File: config.mk
export PLATFORM = sky130hd
export DESIGN_NAME = counter_sched
export DESIGN_NICKNAME = d
export VERILOG_FILES = /design/src/rtl/counter_sched.sv
export SDC_FILE = /design/constraint.sdc
export NUM_CORES = 1
export LEC_CHECK = 0
export ABC_AREA = 1
export BUFFER_PORTS_ARGS = -buffer_cell sky130_fd_sc_hd__buf_2
export CORE_MARGIN = 10
export CORE_UTILIZATION = 53
export CTS_BUF_LIST = sky130_fd_sc_hd__clkbuf_2 sky130_fd_sc_hd__clkbuf_4 sky130_fd_sc_hd__clkbuf_8
export CTS_CLUSTER_SIZE = 24
export DETAILED_ROUTE_END_ITERATION = 10
export PLACE_DENSITY = 0.85
export RECOVER_POWER = 50
export SLEW_MARGIN = 20
export SYNTH_ARGS = -nofsm -noshare
export SYNTH_HDL_FRONTEND = slang
export SYNTH_SLANG_ARGS = --single-unit
export TNS_END_PERCENT = 1
File: constraint.sdc
create_clock -name clk -period 2.4 [get_ports clk]
set_clock_uncertainty 0.05 [all_clocks]
set_input_delay 0.48 -clock clk [delete_from_list [all_inputs] [get_ports clk]]
set_output_delay 0.48 -clock clk [all_outputs]
set_load 0.1 [all_outputs]
File: src/rtl/counter_sched.sv
// Round-robin scheduler sharing one loadable up-counter among NREQ requesters.
// Optional watchdog abort is compiled in with `define COUNTER_SCHED_WDOG_EN.
module counter_sched #(
  parameter int unsigned NREQ = 4,
  parameter int unsigned CW   = 3
) (
  input  logic             clk,
  input  logic             rst,
  input  logic [NREQ-1:0]  req,
  input  logic [NREQ*CW-1:0] load_val,
  input  logic [CW-1:0]    count_out,
  input  logic             tc,
  output logic             ld_enb,
  output logic [CW-1:0]    ld_data,
  output logic             cnt_en,
  output logic [NREQ-1:0]  grant,
  output logic [NREQ-1:0]  done,
  output logic             busy,
  output logic             err
);

  localparam int unsigned IW = (NREQ > 1) ? $clog2(NREQ) : 1;

  typedef enum logic [2:0] {
    StIdle,
    StLoad,
    StRun,
`ifdef COUNTER_SCHED_WDOG_EN
    StDone,
    StAbort
`else
    StDone
`endif
  } state_e;

  state_e          state_q, state_d;
  logic [IW-1:0]   ptr_q, ptr_d;
  logic [IW-1:0]   owner_q, owner_d, next_owner, cand;
  logic [CW-1:0]   val_q, val_d;
  logic            pick_valid;
  logic [IW-1:0]   pick_idx;

  logic            ld_enb_d, cnt_en_d, busy_d;
  logic [CW-1:0]   ld_data_d;
  logic [NREQ-1:0] grant_d, done_d;

  // Count_out is a monitor-only input; the sequence is driven purely by tc.
  logic            unused_count;
  assign unused_count = ^count_out;

`ifdef COUNTER_SCHED_WDOG_EN
  localparam logic [CW:0] WdogLast = {1'b1, {CW{1'b0}}};
  logic [CW:0] run_cnt_q, run_cnt_d;
  logic        err_d;
`else
  assign err = 1'b0;
`endif

  // First requesting index at or after the pointer, wrapping modulo NREQ.
  always_comb begin
    pick_valid = 1'b0;
    pick_idx   = '0;
    cand       = '0;
    for (int unsigned i = 0; i < NREQ; i++) begin
      cand = IW'((32'(ptr_q) + i) % NREQ);
      if (!pick_valid && req[cand]) begin
        pick_valid = 1'b1;
        pick_idx   = cand;
      end
    end
  end

  assign next_owner = (32'(owner_q) == NREQ - 1) ? '0 : owner_q + 1'b1;

  always_comb begin
    state_d = state_q;
    ptr_d   = ptr_q;
    owner_d = owner_q;
    val_d   = val_q;
`ifdef COUNTER_SCHED_WDOG_EN
    run_cnt_d = run_cnt_q;
    if (state_q == StLoad) begin
      run_cnt_d = '0;
    end else if (state_q == StRun) begin
      run_cnt_d = run_cnt_q + 1'b1;
    end
`endif
    unique case (state_q)
      StIdle: begin
        if (pick_valid) begin
          owner_d = pick_idx;
          val_d   = load_val[32'(pick_idx)*CW +: CW];
          state_d = StLoad;
        end
      end
      StLoad: state_d = StRun;
      StRun: begin
        if (tc) begin
          state_d = StDone;
`ifdef COUNTER_SCHED_WDOG_EN
        end else if (run_cnt_q == WdogLast) begin
          state_d = StAbort;
`endif
        end
      end
      StDone: begin
        ptr_d   = next_owner;
        state_d = StIdle;
      end
`ifdef COUNTER_SCHED_WDOG_EN
      StAbort: begin
        ptr_d   = next_owner;
        state_d = StIdle;
      end
`endif
      default: state_d = StIdle;
    endcase
  end

  // Outputs are decoded from the next state so they register on the same edge.
  always_comb begin
    ld_enb_d  = (state_d == StLoad);
    ld_data_d = (state_d == StLoad) ? val_d : '0;
    cnt_en_d  = (state_d == StRun);
    busy_d    = (state_d != StIdle);
    grant_d   = '0;
    done_d    = '0;
    if (state_d == StLoad || state_d == StRun || state_d == StDone) begin
      grant_d[owner_d] = 1'b1;
    end
    if (state_d == StDone) begin
      done_d[owner_d] = 1'b1;
    end
`ifdef COUNTER_SCHED_WDOG_EN
    err_d = (state_d == StAbort);
`endif
  end

  always_ff @(posedge clk) begin
    if (rst) begin
      state_q <= StIdle;
      ptr_q   <= '0;
      owner_q <= '0;
      val_q   <= '0;
      ld_enb  <= 1'b0;
      ld_data <= '0;
      cnt_en  <= 1'b0;
      grant   <= '0;
      done    <= '0;
      busy    <= 1'b0;
    end else begin
      state_q <= state_d;
      ptr_q   <= ptr_d;
      owner_q <= owner_d;
      val_q   <= val_d;
      ld_enb  <= ld_enb_d;
      ld_data <= ld_data_d;
      cnt_en  <= cnt_en_d;
      grant   <= grant_d;
      done    <= done_d;
      busy    <= busy_d;
    end
  end

`ifdef COUNTER_SCHED_WDOG_EN
  always_ff @(posedge clk) begin
    if (rst) begin
      run_cnt_q <= '0;
      err       <= 1'b0;
    end else begin
      run_cnt_q <= run_cnt_d;
      err       <= err_d;
    end
  end
`endif

endmodule

After elaboration in Yosys (flattened, before gate mapping). Index checks and enable logic that the tools add are counted.

Add/subtract/negate cells: 4. Multipliers: 1. Magnitude comparators: 6. Eq/ne operators: 7. Shift operators: 1. Mux-type cells: 26. Bitwise gates (word level): 3. Reduce and logical (&&, ||, !) cells: 14.

Operators with widths (number): $lt A2 B3 Y1 const B (5); $mux W2 (7); $eq A3 B2 Y1 const B (4); $mux W3 (4); $shiftx A12 B5 Y3 (1); $mux W1 (9); $pmux W3 S3 (1); $bmux W1 S2 (4); $eq A3 B1 Y1 const B (2); $reduce_or A2 Y1 (3); $add A2 B1 Y2 const B (2); $add A2 B2 Y2 const B (2); $logic_and A1 B1 Y1 (4); $mul A2 B2 Y4 const B (1); $logic_not A1 Y1 (3); $logic_not A3 Y1 (1); $not A1 Y1 (3); $reduce_bool A3 Y1 (1); $demux W1 S2 (1); $eq A2 B2 Y1 const B (1); $ge A2 B1 Y1 const B (1); $logic_or A1 B1 Y1 (2).

Register bits: 24.

Longest topological paths before layout. Gate-level depths: netlist (run 1).

Depth after elaboration: 19. Mapped depth: 17.

Least setup slack after synthesis (run 1). OpenSTA, ideal clock, no wires.

Path type: input to register. Start point: input port req[3]. End point: register grant[3]. Setup time: 0.124 ns. Data arrival time: 1.687 ns. Path slack: 0.539 ns. Cell stages on the path: 13. Buffers on the path: 0. Path through: inv_1 -> nand2_2 -> nand3_1 -> nand2_2 -> nor2_4 -> nand3_4 -> nand2_8 -> inv_6 -> or2_1 -> o21ai_2 -> inv_2 -> nand2_1 -> nor2_1.

Cells in the longest elaborated chain, start to end: 19.

RTL lines: start, declared (RTL line 9) `input logic [NREQ-1:0] req,`; branches (longest 19 deep; another with $bmux W1 S2); end signal, assigned (RTL line 159) `grant <= grant_d;`; end, declared (RTL line 16) `output logic [NREQ-1:0] grant,`.

Parallel ways; which one is timed is not known. The select of a mux whose other input is x is not followed. A chain may end at the register's enable or synchronous reset.

Worst setup path after layout (run 1).
Start point: register grant[0]. End point: output port grant[0].

No word-level cell between the ends.

==> results of run 1 <==
-- how the worst max path moves through the flow --
| stage | start | endpoint | slack [ps] | depth (start not counted) |
|---|---|---|---|---|
| 6_report | grant[0] | grant[0] | 360 | 1 |
| 5_1_grt | ptr_q[0] | ld_data[1] | 110 | 14 |
| 4_1_cts | ptr_q[0] | grant[1] | 380 | 15 |
| 3_5_place_dp | req[3] | grant[3] | 270 | 14 |
| 3_3_place_gp | req[3] | grant[3] | 290 | 14 |
| 2_1_floorplan | req[3] | grant[3] | 540 | 13 |
-- layout make-up --
type                       count  area [um2]
fill                         211         752
multi-input combinational    132         642
sequential                    24         480
timing repair buffer          34         158
inverter                      27         114
tap                           28        35.0
clock inverter                 1        30.0
clock buffer                   3        22.5
-- layer usage --
layer / part of all wire / GRT usage / up-vias
li1: - / - / 646
met1: 0.45 / 0.130 / 510
met2: 0.46 / 0.218 / 30
met3: 0.084 / 0.0370 / 2
met4: 0.0046 / 0.0226 / 0
met5: 0 / 0 / -
-- cells in the mapped netlist --
cell / count / area (um2)
sky130_fd_sc_hd__or2_1: 1 / 6.26
sky130_fd_sc_hd__dfxtp_1: 24 / 480
sky130_fd_sc_hd__nor3_1: 2 / 10.0
sky130_fd_sc_hd__o21ai_2: 1 / 8.76
sky130_fd_sc_hd__nand4_1: 8 / 50.1
sky130_fd_sc_hd__nor2_2: 2 / 12.5
sky130_fd_sc_hd__nand2_1: 51 / 191
sky130_fd_sc_hd__a21oi_1: 2 / 10.0
sky130_fd_sc_hd__conb_1: 1 / 3.75
sky130_fd_sc_hd__or2_2: 1 / 6.26
sky130_fd_sc_hd__and3_1: 1 / 6.26
sky130_fd_sc_hd__a21oi_2: 1 / 8.76
sky130_fd_sc_hd__inv_2: 1 / 3.75
sky130_fd_sc_hd__nand3_4: 1 / 17.5
sky130_fd_sc_hd__nor3b_1: 1 / 7.51
sky130_fd_sc_hd__buf_6: 1 / 11.3
sky130_fd_sc_hd__nand3_1: 15 / 75.1
sky130_fd_sc_hd__buf_4: 1 / 7.51
sky130_fd_sc_hd__nor2_1: 27 / 101
sky130_fd_sc_hd__o21ai_0: 2 / 10.0
sky130_fd_sc_hd__and2_1: 1 / 6.26
sky130_fd_sc_hd__inv_1: 24 / 90.1
sky130_fd_sc_hd__nand2_2: 10 / 62.6
sky130_fd_sc_hd__inv_6: 1 / 8.76
sky130_fd_sc_hd__ha_1: 1 / 12.5
sky130_fd_sc_hd__nor2_4: 1 / 11.3
sky130_fd_sc_hd__inv_8: 1 / 11.3
sky130_fd_sc_hd__nand2_8: 1 / 20.0
-- report_power, final --
part	leakage [nW]	switching (mW)	internal, mW	total, mW
Sequential	0.196	0.00703	0.417	0.424
Combinational	0.567	0.158	0.0559	0.214
Clock	0.0279	0.118	0.169	0.287
Total	0.790	0.283	0.641	0.924
-- state kept, by name, indices dropped and copies added, names as in the netlist --
register  count
cnt_en        1
done          4
ld_data       3
ptr_q         2
busy          1
ld_enb        1
state_q       3
owner_q       2
val_q         3
grant         4
-- through the flow --
stage	std cells	total power [mW]	hold WS, ps	util
2_1_floorplan	185	0.606	452	-
3_3_place_gp	245	0.646	478	0.648
3_5_place_dp	245	0.648	491	0.648
4_1_cts	249	0.930	348	0.671
5_1_grt	249	0.966	357	0.663
6_report	249	0.924	351	0.663
-- kinds of logic after synthesis --
group / synth area share
AND/OR/NAND/NOR: 0.467
adder cells (fa/ha/maj): 0.0100
buffers and inverters: 0.106
AO/OA/AOI/OAI: 0.0300
other: 0.00300
flip-flops: 0.384
==> implementation parameters, run 1 <==
Parameter                              Value

Critical path
  Required time of the critical path ... 1870 ps
  Register-to-register setup slack ... between 300 and 400 ps
  Cell Chain, Critical Path ... clkbuf_1
  CP max stage delay ... between 800 and 900 ps
  Cell count of the worst reg-to-reg path ... 15
  CP max stage cell ... sky130_fd_sc_hd__clkbuf_1
  Worst reg2reg path startpoint ... ptr_q[0]
  CP Data Arrival Time ... 1510 ps
  Number of buffers and inverters on the critical path ... 1
  Worst Path Class, Setup ... reg -> out
  Largest fanout of any net on the critical path ... 1
  Top cell family by delay on the critical path ... buffers and inverters
  Element type at the critical path end ... output port
  Critical Path Start Type ... register
  Crit Reg-Reg Endpoint ... grant[1]

Power
  Leakage power of the design ... around 0.8 nW
  IR drop worst, VDD ... ~0.54 mV
  Pwr Density ... around 620 nW/um2

Placement
  Placed wire-length estimate after detailed placement ... 2080 um
  I/O Buffers ... 32
  Minimum setup slack after placement ... 270 ps
  DP Area ... 1450 um2
  Final weighted congestion in routability-driven placement ... between 0.7 and 0.8

Timing
  Slew at the pin with the worst max-slew slack ... 1180 ps
  Aggregate negative setup slack ... 0 ps
  RSZ-0062 raised after global routing ... no
  Worst slew margin ... 0.219
  Final number of max-transition violations ... 0
  Final critical path time including I/O delays and setup ... roughly 2000 ps
  Maximum achievable frequency ... 490 MHz
  Setup violators final ... 0
  Worst path setup slack after routing ... 361 ps
  Final Cycle Share ... 0.850
  Final Hold Fails ... 0

Finish
  Share of layout cells above drive strength 1 ... 0.204
  Final net count ... between 200 and 250
  Antenna diode count ... 0
  Layout overhead on the synthesized area ... 18.4%
  Leading cell type in the layout, fill and taps excluded ... sky130_fd_sc_hd__nand2_1
  Leading cell types in the layout, fill and taps excluded ... sky130_fd_sc_hd__nand2_1 (51), sky130_fd_sc_hd__nor2_1 (27), sky130_fd_sc_hd__inv_1 (24), sky130_fd_sc_hd__dfxtp_1 (24), sky130_fd_sc_hd__buf_2 (18)
  Area of all placed cells without fillers ... 1480 um2

CTS
  Clock latency on the worst-skew pair ... approximately 310 ps
  Clock tree from TritonCTS ... yes
  Number of levels in the clock H-tree ... 1
  CTS max path bufs ... 2
  Number of buffers created by CTS ... 3
  Buffer count from post-CTS setup fixing ... 0
  Cts hold-fix bufs ... 0
  Sink Count ... 24
  Number of gates given a new drive strength after cts ... 0
  Clock Root Buffer ... sky130_fd_sc_hd__clkbuf_4
  Clock transition at path regs ... 130 ps

Global routing
  Pin count of the biggest net entering global routing ... 15
  Overall Global Routing Usage ... 0.118
  Wire length of the first global-routing pass ... 4510 um
  Total gr overflow ... 0
  Number of global-route vias before repair ... 1112
  Number of antenna violations at the first check in global routing ... 0

Routing
  Vias/cell ... 4.77
  Via count ... about 1200
  Detailed Route Iter0 Violations ... 52
  Final antenna-violating net count ... 0
  Final WL ... roughly 2600 um
  Pre-Repair DR Iteration Count ... 4
  Detail-routed net length per standard cell ... 10.4 um
  Number of design rule violations left after detail routing ... 0

Floorplan
  Core Footprint ... 2230 um2
  Top-Level Pins ... 37
  Overall die area ... approximately 4700 um2
  Vert. Die Dim ... 68.6 um
  Standard-cell rows ... 17
  Die W ... approximately 70 um
  Effective utilization at floorplan ... 0.560

Synth
  Yosys cell types ... 28
  Part of the Yosys area used for sequential elements ... 0.384
  Post-synthesis register bit count ... 24
  Count of synthesis-stage warnings from yosys ... 0
  Gate count of the mapped netlist ... 184
  Mapped Avg Cell Area ... 6.80 um2
  Synthesized cell area ... 1250 um2

Hold path
  Origin of the worst min-delay path ... rst
  Path type of the worst min-delay path ... in -> reg
  Terminating pin of the worst hold path ... val_q[2]
  WHS Path Cells ... 2

Outcome
  Outcome ... completed

Run
  Number of max-cap violations ... 0
(Power assumes the default switching activity.)
==> inputs of run 2 (changes only) <==
- ABC_AREA: 1 -> 0
- CORE_UTILIZATION: 53 -> 44
- PLACE_DENSITY: 0.85 -> 0.79
- clock period: 2.4 -> 1.8 ns (I/O delays scaled with it)
==> run 2 against run 1 <==
Net effect: combinational power hardly changed; largest power group unchanged; setup slack worse by 180 ps; largest cell class unchanged; global-route usage down 2.2 points; hold slack lost 47 ps; critical path type is now reg -> reg; critical endpoint is now grant[3]; non-clock buffer count up 4; power down 1.4%.
==> implementation parameters, run 2 <==
Parameter                              Value

Finish
  Area of all placed cells without fillers ... 1170 um2 (was 1480 um2)
  Count of non-filler cells in the finished layout ... 167 (was 249)
  Leading cell types in the layout, fill and taps excluded ... sky130_fd_sc_hd__buf_2 (23), sky130_fd_sc_hd__dfxtp_1 (21), sky130_fd_sc_hd__nor2_1 (14), sky130_fd_sc_hd__nand2_1 (9), sky130_fd_sc_hd__clkbuf_2 (9) (was sky130_fd_sc_hd__nand2_1 (51), sky130_fd_sc_hd__nor2_1 (27), sky130_fd_sc_hd__inv_1 (24), sky130_fd_sc_hd__dfxtp_1 (24), sky130_fd_sc_hd__buf_2 (18))
  Fraction of the core area covered by cells at the end of the flow ... 0.583 (was 0.663)
  Leading cell type in the layout, fill and taps excluded ... sky130_fd_sc_hd__buf_2 (was sky130_fd_sc_hd__nand2_1)
  Largest registers ranked by flip-flop count ... done x4, grant x4 (unchanged)
  Share of layout cells above drive strength 1 ... 0.329 (was 0.204)
  Antenna diode count ... 0 (unchanged)
  Layout overhead on the synthesized area ... 23.0% (was 18.4%)
  Final net count ... 164 (was 245)

CTS
  Number of levels in the clock H-tree ... 1 (unchanged)
  Clock transition at path regs ... 110 ps (was 130 ps)
  Number of gates given a new drive strength after cts ... 0 (unchanged)
  Cts hold-fix bufs ... 0 (unchanged)
  Clock tree from TritonCTS ... yes (unchanged)
  Number of buffers created by CTS ... 3 (unchanged)
  Sink Count ... 21 (was 24)
  Clock Root Buffer ... sky130_fd_sc_hd__clkbuf_4 (unchanged)
  Clock latency on the worst-skew pair ... 290 ps (was 310 ps)
  Buffer count from post-CTS setup fixing ... 0 (unchanged)
  CTS max path bufs ... 2 (unchanged)

Routing
  Final WL ... 2150 um (was 2600 um)
  Detail-routed net length per standard cell ... 12.9 um (was 10.4 um)
  Detailed Route Iter0 Violations ... 26 (was 52)
  Via count ... 862 (was 1188)
  Number of design rule violations left after detail routing ... 0 (unchanged)
  Pre-Repair DR Iteration Count ... 5 (was 4)
  Vias/cell ... 5.16 (was 4.77)
  Final antenna-violating net count ... 0 (unchanged)

Outcome
  Outcome ... completed (unchanged)

Power
  Clock network fraction of total power ... 0.228 (was 0.310)
  IR drop worst, VDD ... 0.582 mV (was 0.543 mV)
  Part of the total power dissipated in combinational logic ... 0.233 (was 0.231)
  Fraction of power consumed by sequential logic ... 0.540 (was 0.459)
  Switch Pwr ... 0.286 mW (was 0.283 mW)
  Fraction of power spent switching nets ... 0.314 (was 0.306)
  Leakage power of the design ... 0.538 nW (was 0.790 nW)
  Pwr Density ... 782 nW/um2 (was 624 nW/um2)
  Internal Power ... 0.626 mW (was 0.641 mW)

Floorplan
  Overall die area ... 4410 um2 (was 4700 um2)
  Top-Level Pins ... 37 (unchanged)
  Vert. Die Dim ... 66.4 um (was 68.6 um)
  Core Footprint ... 2000 um2 (was 2230 um2)
  Standard-cell rows ... 16 (was 17)
  Effective utilization at floorplan ... 0.474 (was 0.560)
  Die W ... 66.4 um (was 68.6 um)

Global routing
  Total gr overflow ... 0 (unchanged)
  Overall Global Routing Usage ... 0.0962 (was 0.118)
  Wire length of the first global-routing pass ... 3360 um (was 4510 um)
  Pin count of the biggest net entering global routing ... 13 (was 15)
  Number of antenna violations at the first check in global routing ... 0 (unchanged)
  Number of global-route vias before repair ... 814 (was 1112)

Critical path
  CP Data Arrival Time ... 1740 ps (was 1510 ps)
  Worst reg2reg path startpoint ... state_q[2] (was ptr_q[0])
  Element type at the critical path end ... register (was output port)
  End point of the critical path ... grant[3] (was grant[0])
  Required time of the critical path ... 1930 ps (was 1870 ps)
  Cell count of the worst reg-to-reg path ... 4 (was 15)
  Register-to-register setup slack ... 180 ps (was 390 ps)
  Start point of the critical path ... state_q[2] (was grant[0])
  Worst Path Class, Setup ... reg -> reg (was reg -> out)
  Crit Reg-Reg Endpoint ... grant[3] (was grant[1])
  Largest fanout of any net on the critical path ... 9 (was 1)
  Critical Path Start Type ... register (unchanged)

Synth
  Part of the Yosys area used for sequential elements ... 0.443 (was 0.384)
  Compound-gate portion of the synthesized area ... 0.160 (was 0.0300)
  Main combinational cell family by area after synthesis ... simple AND/OR/NAND/NOR gates (unchanged)
  Xor and xnor area share after synthesis ... 0.00923 (was 0)
  Area share of the largest cell type after synthesis ... 0.443 (was 0.384)
  Post-synthesis share of cell area spent on full adders, half adders and majority gates ... 0.0132 (was 0.0100)
  Most repeated cell in the gate-level netlist after synthesis ... sky130_fd_sc_hd__dfxtp_1 (was sky130_fd_sc_hd__nand2_1)
  Yosys cell types ... 35 (was 28)
  Most used standard cells in the synthesized netlist ... sky130_fd_sc_hd__dfxtp_1 (21), sky130_fd_sc_hd__nor2_1 (14), sky130_fd_sc_hd__nand2_1 (9), sky130_fd_sc_hd__o21ai_0 (5) (was sky130_fd_sc_hd__nand2_1 (51), sky130_fd_sc_hd__nor2_1 (27), sky130_fd_sc_hd__dfxtp_1 (24), sky130_fd_sc_hd__inv_1 (24), sky130_fd_sc_hd__nand3_1 (15))
  Cell type with the largest total area after synthesis ... sky130_fd_sc_hd__dfxtp_1 (unchanged)
  Simple-gate share of the synthesized area ... 0.276 (was 0.467)
  Mapped Avg Cell Area ... 9.30 um2 (was 6.80 um2)
  Top cells by area, synth ... sky130_fd_sc_hd__dfxtp_1 (44%), sky130_fd_sc_hd__nor2_1 (5.5%), sky130_fd_sc_hd__nand2_1 (3.6%), sky130_fd_sc_hd__nand3b_1 (3.2%), sky130_fd_sc_hd__o2111ai_1 (2.8%) (was sky130_fd_sc_hd__dfxtp_1 (38%), sky130_fd_sc_hd__nand2_1 (15%), sky130_fd_sc_hd__nor2_1 (8.1%), sky130_fd_sc_hd__inv_1 (7.2%), sky130_fd_sc_hd__nand3_1 (6.0%))
  Multiplexer area fraction after synthesis ... 0.0515 (was 0)
  Synthesized cell area ... 948 um2 (was 1250 um2)
  Post-synthesis register bit count ... 21 (was 24)
  Gate count of the mapped netlist ... 102 (was 184)
  Count of synthesis-stage warnings from yosys ... 0 (unchanged)
  Fraction of registers with async set/reset ... 0 (unchanged)
  Top flip-flop cell by instance count after synthesis ... sky130_fd_sc_hd__dfxtp_1 (unchanged)
  Number of enable flip-flop cells after synthesis ... 0 (unchanged)

Run
  Number of max-cap violations ... 0 (unchanged)

Placement
  Final weighted congestion in routability-driven placement ... 0.877 (was 0.791)
  I/O Buffers ... 32 (unchanged)
  DP Area ... 1150 um2 (was 1450 um2)
  Placed Instances ... 163 (was 245)
  Placed wire-length estimate after detailed placement ... 1730 um (was 2080 um)

Timing
  Final Hold Fails ... 0 (unchanged)
  Aggregate negative setup slack ... 0 ps (unchanged)
  Slew at the pin with the worst max-slew slack ... 547 ps (was 1180 ps)
  RSZ-0062 raised after global routing ... no (unchanged)
  Final critical path time including I/O delays and setup ... about 1600 ps
  Maximum achievable frequency ... 619 MHz
  Final Cycle Share ... 0.897
  Final number of max-transition violations ... 0 (unchanged)
  Worst slew margin ... 0.637 (was 0.219)
  Setup violators final ... 0 (unchanged)

Hold path
  WHS Path Cells ... 3 (was 2)
  Path type of the worst min-delay path ... in -> reg (unchanged)
[run 2: power by group through the flow]
stage               clock, mW  sequential, mW  combinational [mW]
global placement            0           0.502               0.209
detailed placement          0           0.502               0.214
global route            0.236           0.494               0.226
CTS                     0.213           0.492               0.216
finish                  0.207           0.492               0.212
floorplan                   0           0.578              0.0866
[run 2: cell type report]
cell class	count	area, um2
sequential	21	420
clock inverter	1	5.00
fill	183	836
multi-input combinational	76	483
tap	27	33.8
clock buffer	3	22.5
inverter	1	3.75
timing repair buffer	38	198
[run 2: cell families (layout without fill, tap and decap cells)]
logic type / after synthesis / count (layout)
multiplexers: 4 / 4
XOR/XNOR: 1 / 1
AND/OR/NAND/NOR: 49 / 49
other: 1 / 2
AO/OA/AOI/OAI: 19 / 19
flip-flops: 21 / 21
buffers and inverters: 6 / 43
adder cells (fa/ha/maj): 1 / 1
[run 2: metrics by stage]
stage,setup WS [ps],total power [mW],hold WS (ps)
finish,185,0.912,304
global route,82.8,0.956,300
CTS,260,0.920,300
detailed placement,47.5,0.716,499
global placement,31.0,0.711,491
floorplan,294,0.664,401
[run 2: metal layers]
metal / share of wire / global-route usage
met1: 0.40 / 0.0968
met2: 0.49 / 0.167
met3: 0.075 / 0.0288
met4: 0.040 / 0.0628
met5: 0 / 0
[run 2: how the worst min path moves through the flow]
| stage | startpoint | endpoint | slack [ps] |
|---|---|---|---|
| after floorplan | rst | busy | 400 |
| after global placement | ptr_q[0] | ptr_q[0] | 490 |
| after detailed placement | ptr_q[0] | ptr_q[0] | 500 |
| after CTS | load_val[3] | ld_data[0] | 300 |
| after global routing | load_val[3] | ld_data[0] | 300 |
| final | load_val[3] | ld_data[0] | 300 |
[run 2: worst max-delay path, cell delays in order, from the launching register on]
cell and delay (ps):
sky130_fd_sc_hd__dfxtp_1 420, sky130_fd_sc_hd__o41a_1 470, sky130_fd_sc_hd__a41oi_1 340, sky130_fd_sc_hd__nand2b_1 180
sky130_fd_sc_hd__nor2_1 40
